--- src/rtl/ann_pkg.sv ---
// Shared constants, state encoding and Q8.8 helpers for the neuron layer stages.
// All arithmetic types are signed two's complement.
package ann_pkg;

  localparam int DATA_W   = 16;
  localparam int FRAC_W   = 8;
  localparam int N_INPUTS = 28;
  localparam int ADDR_W   = 5;
  localparam int PROD_W   = 2 * DATA_W;
  // One guard bit above the worst-case sum of N_INPUTS full-scale products plus bias.
  localparam int ACC_W    = PROD_W + $clog2(N_INPUTS) + 1;

  localparam logic [DATA_W-1:0] ONE_Q = 16'h0100;
  localparam logic [DATA_W-1:0] MAX_Q = 16'h7FFF;
  localparam logic [DATA_W-1:0] MIN_Q = 16'h8000;

  typedef enum logic [1:0] {
    IDLE  = 2'd0,
    RUN   = 2'd1,
    DRAIN = 2'd2,
    OUT   = 2'd3
  } state_e;

  typedef logic signed [DATA_W-1:0] q_t;
  typedef logic signed [PROD_W-1:0] prod_t;
  typedef logic signed [ACC_W-1:0]  acc_t;

  // Aligns a Q8.8 value to the Q(.16) scale of the accumulated products.
  function automatic acc_t q_to_acc(input q_t v);
    acc_t ext;
    ext = {{(ACC_W-DATA_W){v[DATA_W-1]}}, v};
    return ext <<< FRAC_W;
  endfunction

  function automatic acc_t prod_to_acc(input prod_t p);
    return {{(ACC_W-PROD_W){p[PROD_W-1]}}, p};
  endfunction

endpackage

--- src/rtl/q_sat_relu.sv ---
// Requantises a wide Q(.16) accumulator to Q8.8: floor shift, saturate, optional ReLU.
// Purely combinational so later layer stages can drop it in after their own accumulators.
module q_sat_relu
  import ann_pkg::*;
#(
  parameter bit RELU_EN = 1'b1
) (
  input  logic [ACC_W-1:0]  acc_i,
  output logic [DATA_W-1:0] q_o
);

  localparam acc_t MAX_EXT = {{(ACC_W-DATA_W){1'b0}}, MAX_Q};
  localparam acc_t MIN_EXT = {{(ACC_W-DATA_W){1'b1}}, MIN_Q};

  acc_t              shifted;
  logic [DATA_W-1:0] sat_val;

  // Arithmetic shift of a signed value rounds toward minus infinity.
  assign shifted = $signed(acc_i) >>> FRAC_W;

  always_comb begin
    sat_val = shifted[DATA_W-1:0];
    if (shifted > MAX_EXT) begin
      sat_val = MAX_Q;
    end else if (shifted < MIN_EXT) begin
      sat_val = MIN_Q;
    end
  end

  always_comb begin
    q_o = sat_val;
    if (RELU_EN && sat_val[DATA_W-1]) begin
      q_o = '0;
    end
  end

endmodule

--- src/rtl/neuron_mac_seq.sv ---
// Single-neuron MAC sequencer: sweeps the weight BRAM and activation buffer, accumulates
// weight*activation onto the bias and hands out one requantised Q8.8 result via valid/ready.
module neuron_mac_seq
  import ann_pkg::*;
#(
  parameter bit RELU_EN = 1'b1
) (
  input  logic              clk_i,
  input  logic              rst_ni,
  input  logic              start_i,
  input  logic [DATA_W-1:0] bias_i,
  output logic              busy_o,
  output logic [ADDR_W-1:0] mem_addr_o,
  output logic              mem_en_o,
  input  logic [DATA_W-1:0] w_do_i,
  input  logic [DATA_W-1:0] x_do_i,
  output logic [DATA_W-1:0] out_data_o,
  output logic              out_valid_o,
  input  logic              out_ready_i
);

  localparam logic [ADDR_W-1:0] LAST_ADDR = ADDR_W'(N_INPUTS - 1);

  state_e            state_q, state_d;
  logic [ADDR_W-1:0] addr_q, addr_d;
  logic              en_q, en_d;
  logic              busy_q, busy_d;
  prod_t             prod_q, prod_d;
  logic              prod_vld_q, prod_vld_d;
  acc_t              acc_q, acc_d;
  logic [DATA_W-1:0] out_data_q, out_data_d;
  logic              out_valid_q, out_valid_d;
  logic [DATA_W-1:0] sat_q;
  logic              accept_start;

  // Requests arriving while a result is still pending are dropped, not queued.
  assign accept_start = start_i && !out_valid_q;

  q_sat_relu #(
    .RELU_EN(RELU_EN)
  ) u_sat (
    .acc_i(acc_q),
    .q_o  (sat_q)
  );

  always_ff @(posedge clk_i or negedge rst_ni) begin
    if (!rst_ni) begin
      state_q     <= IDLE;
      addr_q      <= '0;
      en_q        <= 1'b0;
      busy_q      <= 1'b0;
      prod_q      <= '0;
      prod_vld_q  <= 1'b0;
      acc_q       <= '0;
      out_data_q  <= '0;
      out_valid_q <= 1'b0;
    end else begin
      state_q     <= state_d;
      addr_q      <= addr_d;
      en_q        <= en_d;
      busy_q      <= busy_d;
      prod_q      <= prod_d;
      prod_vld_q  <= prod_vld_d;
      acc_q       <= acc_d;
      out_data_q  <= out_data_d;
      out_valid_q <= out_valid_d;
    end
  end

  always_comb begin
    state_d = state_q;
    case (state_q)
      IDLE:    if (accept_start) state_d = RUN;
      RUN:     if (addr_q == LAST_ADDR) state_d = DRAIN;
      DRAIN:   state_d = OUT;
      OUT:     if (out_valid_q && out_ready_i) state_d = IDLE;
      default: state_d = IDLE;
    endcase
  end

  always_comb begin
    addr_d      = addr_q;
    en_d        = en_q;
    busy_d      = busy_q;
    prod_d      = prod_q;
    prod_vld_d  = en_q;
    acc_d       = acc_q;
    out_data_d  = out_data_q;
    out_valid_d = out_valid_q;

    // The memories present data on the negedge after the address, so the multiply
    // stage simply trails the read enable by one cycle and the accumulate by two.
    if (en_q) begin
      prod_d = $signed(w_do_i) * $signed(x_do_i);
    end
    if (prod_vld_q) begin
      acc_d = acc_q + prod_to_acc(prod_q);
    end

    case (state_q)
      IDLE: begin
        if (accept_start) begin
          addr_d = '0;
          en_d   = 1'b1;
          busy_d = 1'b1;
          acc_d  = q_to_acc(bias_i);
        end
      end
      RUN: begin
        if (addr_q == LAST_ADDR) begin
          en_d   = 1'b0;
          addr_d = '0;
        end else begin
          addr_d = addr_q + 1'b1;
        end
      end
      OUT: begin
        if (!out_valid_q) begin
          out_valid_d = 1'b1;
          busy_d      = 1'b0;
          out_data_d  = sat_q;
        end else if (out_ready_i) begin
          out_valid_d = 1'b0;
        end
      end
      default: begin
      end
    endcase
  end

  assign busy_o      = busy_q;
  assign mem_addr_o  = addr_q;
  assign mem_en_o    = en_q;
  assign out_data_o  = out_data_q;
  assign out_valid_o = out_valid_q;

endmodule

--- config.mk ---
export PLATFORM = sky130hd
export DESIGN_NAME = neuron_mac_seq
export DESIGN_NICKNAME = d
export VERILOG_FILES = /design/src/rtl/ann_pkg.sv /design/src/rtl/q_sat_relu.sv /design/src/rtl/neuron_mac_seq.sv
export SDC_FILE = /design/constraint.sdc
export NUM_CORES = 1
export LEC_CHECK = 0
export ABC_AREA = 1
export CELL_PAD_IN_SITES_DETAIL_PLACEMENT = 1
export CELL_PAD_IN_SITES_GLOBAL_PLACEMENT = 1
export CORE_ASPECT_RATIO = 1.4
export CORE_MARGIN = 2
export CORE_UTILIZATION = 47
export CTS_BUF_LIST = sky130_fd_sc_hd__clkbuf_4 sky130_fd_sc_hd__clkbuf_8 sky130_fd_sc_hd__clkbuf_16
export DETAILED_ROUTE_END_ITERATION = 16
export GPL_TIMING_DRIVEN = 0
export PLACE_DENSITY = 0.91
export RECOVER_POWER = 25
export SLEW_MARGIN = 10
export SYNTH_ARGS = -nofsm -noshare
export SYNTH_HDL_FRONTEND = slang
export SYNTH_SLANG_ARGS = --single-unit
--- constraint.sdc ---
create_clock -name clk_i -period 2.3 [get_ports clk_i]
set_clock_uncertainty 0.1 [all_clocks]
set_input_delay 0.23 -clock clk_i [delete_from_list [all_inputs] [get_ports clk_i]]
set_output_delay 0.23 -clock clk_i [all_outputs]
set_load 0.02 [all_outputs]
==> results.cfg, run 1 <==
[synth]
synth_top_area_share_pct = 30.5
ys_seq_area_share_pct = 13.9
syn_area_mm2 = 0.0173
synthFlopType = dfrtp_1
yosys.area.top_type = fa_1
synth-edff-count = 0
avgSynthCellArea_um2 = 7.32
yosys_warnings = 0
synth_area_leaders = fa_1 30%, dfrtp_1 14%, nand2_1 13%
synth_nets = 2801
synth_cells = 2361
synth-seq-cells = 96
synthArstFlopShare_pct = 100
synth_cell_types = 44

[timing]
grt-worst-endpoint = prod_q[23]$_DFFE_PN0P_/D
worst-ep-kind = sequential cell input

[global_route]
grt_overflow = 244
grt_max_degree = 57
grtUsageTotal_pct = 72.1

[clocking]
cts_max_path_buffers = 2
cts_buffers = 9
cts.sinks = 96
root_buffer = clkbuf_16
cts_max_level = 3

[place]
finalWeightedCongestion = 0.993
placed_cells = 2879
place.detailed.hpwl_um = 56500
place_area_mm2 = 0.0194
port_buffers = 50

[outcome]
stop_error = [ERROR GRT-0232] Routing congestion too high. Check the congestion heatmap in the GUI.
stop_stage = global routing (5_1_grt)
status = stopped before the end

[die]
fp-row-count = 83
die_x_um = 166
initial_core_util_pct = 47.4
die_y_um = 231
io_pins = 76
[per-stage QoR]
step                worst slack [ps]  TNS [ps]  util, %
detailed placement             -4320   -112300     53.2
floorplan                      -2800    -66300        -
CTS                            -2970    -67090     60.2
global placement               -4170   -363560     53.2
[cells in the mapped netlist (4+ instances only)]
cell type  number
or2_2           8
fa_1          263
or2_1          11
ha_1          125
nor2_2          9
a21oi_1       139
buf_2           7
nand2_1       619
inv_2          12
o211ai_1        4
nand3_1        72
nand2_2         8
nor3_1         14
o21bai_1       15
o21ai_2         4
xor2_1         13
a21oi_2         8
o21ai_1        21
nor4_1          6
nand3_2         4
o21ai_0        60
xnor2_1        17
nand4_1        23
a31oi_1        10
dfrtp_1        96
nor2_1        138
clkbuf_1       74
inv_1         554
a21o_1          7
[timing repair]
action,in CTS
buffers inserted,86
cloned,2
resized for setup,404
hold endpoints to repair,55
setup endpoints to repair,63
pin swaps,161
hold buffers,1
[routing by layer]
metal	global-route usage, %	overflow
met4	76.2	93
met1	69.0	3
met2	92.7	143
met5	16.4	0
met3	54.5	5
[cells by family after synthesis]
group	share of synthesized area, %
adders and majority gates	39.5
and+or+nand+nor	21.9
buffers and inverters	14.2
other	0.0217
AOI/OAI and AO/OA	8.95
xor gates and xnor gates	1.52
DFF	13.9
==> run 2, diff against run 1 <==
Settings changed: CELL_PAD_IN_SITES_DETAIL_PLACEMENT 1 to not set, CELL_PAD_IN_SITES_GLOBAL_PLACEMENT 1 to not set, CORE_ASPECT_RATIO 1.4 to not set, CORE_UTILIZATION 47 to 40, CTS_BUF_LIST sky130_fd_sc_hd__clkbuf_4 sky130_fd_sc_hd__clkbuf_8 sky130_fd_sc_hd__clkbuf_16 to not set, PLACE_DENSITY 0.91 to not set, PLACE_DENSITY_LB_ADDON set to 0.15.
==> results.cfg, run 2 <==
[timing]
timing.final.max_slew_violations = 0
fin_ws_ps = -2850
min_period_ps = 5150
slew_headroom_pct = 38.9
hold_viol = 0
setup_violations = 28
worstMarginPinSlew_ps = 917
rsz0062_at_grt = yes
final.setup.tns_ps = -66360
fmax_ghz = 0.194
min_period_over_period_pct = 224

[layout]
layout_common_cells = 525 x nand2_1, 476 x inv_1, 232 x fa_1
regMostFlops = acc_q
syn2layout_area_growth_pct = 35.4
largest_reg_flops = 38
n_antenna_cell = 0
drive_gt1_share_pct = 28.2
layout.nets = 2986
final_common_cell = nand2_1
utilization_pct = 54.6
fillers = 4018

[critical_path]
crit_arrival_ps = 5310
path_class = in -> reg
required_ps = 2460
cp_max_fo = 6
crit_path_end_kind = flop
startpoint_type = primary input

[synth]
synth-seq-cells = 96
yosys.cell_count.top_type = nand2_1
synth_cells = 2361
synth_area_leaders = fa_1 30%, dfrtp_1 14%, nand2_1 13%
ys_seq_area_share_pct = 13.9
synthArstFlopShare_pct = 100
syn_area_mm2 = 0.0173
synthFlopType = dfrtp_1
yosys.area.top_type = fa_1
synth_common_cells = 619 x nand2_1, 554 x inv_1, 263 x fa_1
synth-edff-count = 0
synth_cell_types = 44
synth_top_area_share_pct = 30.5
avgSynthCellArea_um2 = 7.32
synth_nets = 2801
yosys_warnings = 0

[routing]
drtIter0Drc = 1206
drcViolationCount = 0
vias = 15955
wirelength_um = 60000
post_drt_wl_per_cell_um = 19.1
dr.pass1.iters = 5
viasPerCell = 5.09
drtAntennaViolNets = 0

[clocking]
cts_max_level = 3
clkLatencyLatePin_ps = 380
cts.sinks = 96
root_buffer = clkbuf_16
cts_buffers = 9
cts_max_path_buffers = 2
clk_pin_slew_ps = 70
cts_tree = built

[die]
io_pins = 76
initial_core_util_pct = 40.3
core_mm2 = 0.0429
die_x_um = 212
fp-row-count = 76
die-area_mm2 = 0.0449
die_y_um = 212

[outcome]
status = complete, but fails checks
failed_checks = setup timing

[global_route]
antenna_found_initial = 0
grtUsageTotal_pct = 27.4
grt_pass1_vias = 16356
grt_pass1_wl_um = 91800
grt_overflow = 0
grt_max_degree = 63

[place]
port_buffers = 50
place_ws_ps = -4330
place.detailed.hpwl_um = 47900
finalWeightedCongestion = 0.971

[flow_run]
maxCapViolCount = 0

[worst_hold_path]
hp-class = in -> reg
run 2: cell counts after synthesis:
Identical to the previous run, type by type.
run 2: cell type report:
type                            instances  area (µm²)  share of cell area [%]
Inverter                              566        2140                    9.15
Sequential cell                        96        2420                    10.3
Clock buffer                           12         256                    1.10
Tap cell                              585         732                    3.13
Multi-Input combinational cell       1616       14800                    63.4
Clock inverter                          3        47.5                   0.203
Buffer                                 82        1240                    5.32
Timing Repair Buffer                  175        1730                    7.37
run 2: logic make-up after synthesis:
group | Yosys count | share of synthesized area, %
simple gates | 920 | 21.9
buf+inv | 649 | 14.2
fa+ha+maj | 388 | 39.5
compound gates | 277 | 8.95
flops | 96 | 13.9
xor+xnor | 30 | 1.52
other cells | 1 | 0.0217
run 2: final timing paths:
check                                start         end  slack, ps  depth (start not counted)
worst min-delay path             w_do_i[0]   prod_q[0]         40                          3
worst max register to register  prod_vld_q   acc_q[34]         70                          4
worst min register to register   prod_q[3]   prod_q[3]        400                          2
max in group asynchronous           rst_ni  prod_q[31]        250                          3
worst max-delay path            w_do_i[15]  prod_q[31]      -2850                         25
min in group asynchronous           rst_ni   acc_q[26]        410                          2
run 2: critical path: stages:
cell       delay [ps]
buf_12            110
clkbuf_16         170
buf_12            140
nand2_4            70
inv_4              40
fa_2              490
buf_4             160
buf_4             130
buf_4             130
fa_1              550
fa_1              430
fa_1              460
fa_1              500
inv_1              50
fa_1              500
inv_2              50
ha_4              280
inv_2              60
nor3_4            210
nand3_2            90
or2_4             250
nand2_2            60
nand2_1            50
nand3_1            60
nand2_1            60
run 2: timing repair:
action,4_1_cts,5_1_grt
pin swaps,114,179
setup buffers,59,60
endpoints found under the hold margin,34,0
setup endpoints to repair,63,65
resized for setup,322,337
gates cloned,3,2
hold buffers,1,0
run 2: per-stage QoR:
step,cell area [µm²],hold WS [ps],instances
2_1_floorplan,18300,-166,2361
3_3_place_gp,19500,376,2996
3_5_place_dp,19600,132,2997
4_1_cts,21700,37.4,3075
5_1_grt,23400,48.6,3135
6_report,23400,42.2,3135
run 2: per-layer routing:
layer  GRT usage [%]  part of all wire (%)  up-vias
li1                -                     -     7462
met1            38.5                    45     7944
met2            43.1                    45      476
met3            6.50                   7.7       73
met4            5.78                   2.0        0
met5               0                     0        -
Power of run 2 is left out: the tool's default activity adds up to more than one toggle a clock period on the data nets, which glitch-free logic cannot reach.
==> run 3, diff against run 2 <==
Clock period 2.3 ns to 4.8 ns, I/O delays scaled along.
==> results.cfg, run 3 (synthesis results as in run 2) <==
[critical_path]
cp_max_fo = 8
cpPeakStageDelay_ps = 760
required_ps = 5010
cpMaxStageDelayCell = fa_2
reg2reg_from = prod_q[0]
startpoint_type = primary input
path_class = in -> reg
crit_arrival_ps = 5630
r2r_end = acc_q[32]
r2r_slack_ps = 1970
critPathMostFrequentCell = fa_2
crit_chain = clkbuf_16 -> clkbuf_16 -> nand2_4 -> inv_2 -> fa_2 -> fa_2 -> buf_4 -> fa_2 -> fa_1 -> inv_1 -> fa_2 -> fa_1 -> inv_1 -> ha_4 -> inv_2 -> o31ai_1 -> a21oi_1 -> o21a_1 -> nand4_1 -> nand3_2 -> nand2_1
r2r_cells = 13
crit_path_end_kind = flop

[routing]
dr.pass1.iters = 6
drtAntennaViolNets = 0
wirelength_um = 59100
viasPerCell = 5.09
drtIter0Drc = 1206
post_drt_wl_per_cell_um = 18.8
drcViolationCount = 0
vias = 16021

[global_route]
grt_pass1_wl_um = 93600
grt_pass1_vias = 16657
grtUsageTotal_pct = 27.6
grt_max_degree = 73
grt_overflow = 0
antenna_found_initial = 0

[timing]
timing.final.max_slew_violations = 73
rsz0062_at_grt = yes
min_period_over_period_pct = 113
fmax_ghz = 0.185
setup_violations = 21
hold_viol = 0
fin_ws_ps = -614
min_period_ps = 5410
slew_headroom_pct = -29.0
worstMarginPinSlew_ps = 1930
final.setup.tns_ps = -9400

[worst_hold_path]
min_to = prod_q[0]
whs_path_depth = 3
hp-class = in -> reg
hp-start = w_do_i[0]

[place]
port_buffers = 50
place.detailed.hpwl_um = 47600
finalWeightedCongestion = 0.974
place_ws_ps = -2090

[outcome]
status = complete, but fails checks
failed_checks = capacitance limit, slew limit, setup timing

[die]
die_x_um = 212
initial_core_util_pct = 40.3
io_pins = 76
die_y_um = 212
die-area_mm2 = 0.0449
fp-row-count = 76
core_mm2 = 0.0429

[layout]
regMostFlops = acc_q
drive_gt1_share_pct = 22.1
fillers = 4141
final_common_cell = nand2_1
utilization_pct = 52.7
largest_reg_flops = 38
layout.nets = 2997
layout_common_cells = 551 x nand2_1, 477 x inv_1, 238 x fa_1
n_antenna_cell = 0
syn2layout_area_growth_pct = 30.6

[clocking]
cts_tree = built
cts_max_level = 3
cts.sinks = 96
clk_pin_slew_ps = 70
root_buffer = clkbuf_16
cts_buffers = 9
clkLatencyLatePin_ps = 380
cts_max_path_buffers = 2

[flow_run]
maxCapViolCount = 1
-- run 3: cell types whose count changed in the layout (fill, tap and decap cells not counted), sizes merged --
cell and delta:
buf +7, clkdlybuf4s15 +1, clkinv +3
-- run 3: cell type report --
type                       instances  area, µm²  share of cell area [%]
inverter                         566       2140                    9.46
multi-input combinational       1616      13900                    61.6
clock inverter                     6       66.3                   0.294
timing repair buffer             185       1840                    8.16
buffer                            83       1260                    5.59
sequential                        96       2400                    10.6
tap                              585        732                    3.24
clock buffer                       9        225                   0.997
-- run 3: through the flow --
stage          cells  area (µm²)  hold slack, ps
2_1_floorplan   2361       18000            84.4
3_3_place_gp    2996       19300             382
3_5_place_dp    2997       19300             265
4_1_cts         3113       21900             392
5_1_grt         3146       22600             386
6_report        3146       22600             391
-- run 3: critical path: cells and delay by family --
kind | cells | cell delay [ps]
fa+ha+maj | 7 | 3570
buf+inv | 7 | 710
compound gates | 3 | 500
simple gates | 4 | 340
-- run 3: routing by layer --
layer  track usage [%]  vias to the layer above  wire length (µm)
li1                  -                     7470                 -
met1              40.5                     7999             27000
met2              44.0                      483             26800
met3              4.33                       69              4420
met4              4.06                        0               806
met5                 0                        -                 0
-- run 3: timing repair --
item	CTS	global route
pin swaps	146	149
endpoints found under the setup margin	26	24
hold buffers	1	0
cloned	9	2
buffers inserted	92	34
resized for setup	350	146
endpoints found under the hold margin	24	0
-- run 3: worst max path at each step --
stage	start	to	slack, ps	depth (start not counted)
detailed placement	w_do_i[5]	prod_q[21]	-2090	22
global placement	w_do_i[5]	prod_q[21]	-2090	22
global route	x_do_i[3]	prod_q[31]	-780	22
finish	x_do_i[3]	prod_q[31]	-610	21
floorplan	x_do_i[6]	prod_q[31]	-550	21
CTS	w_do_i[15]	prod_q[31]	-600	21
Power of run 3 is left out for the same reason.
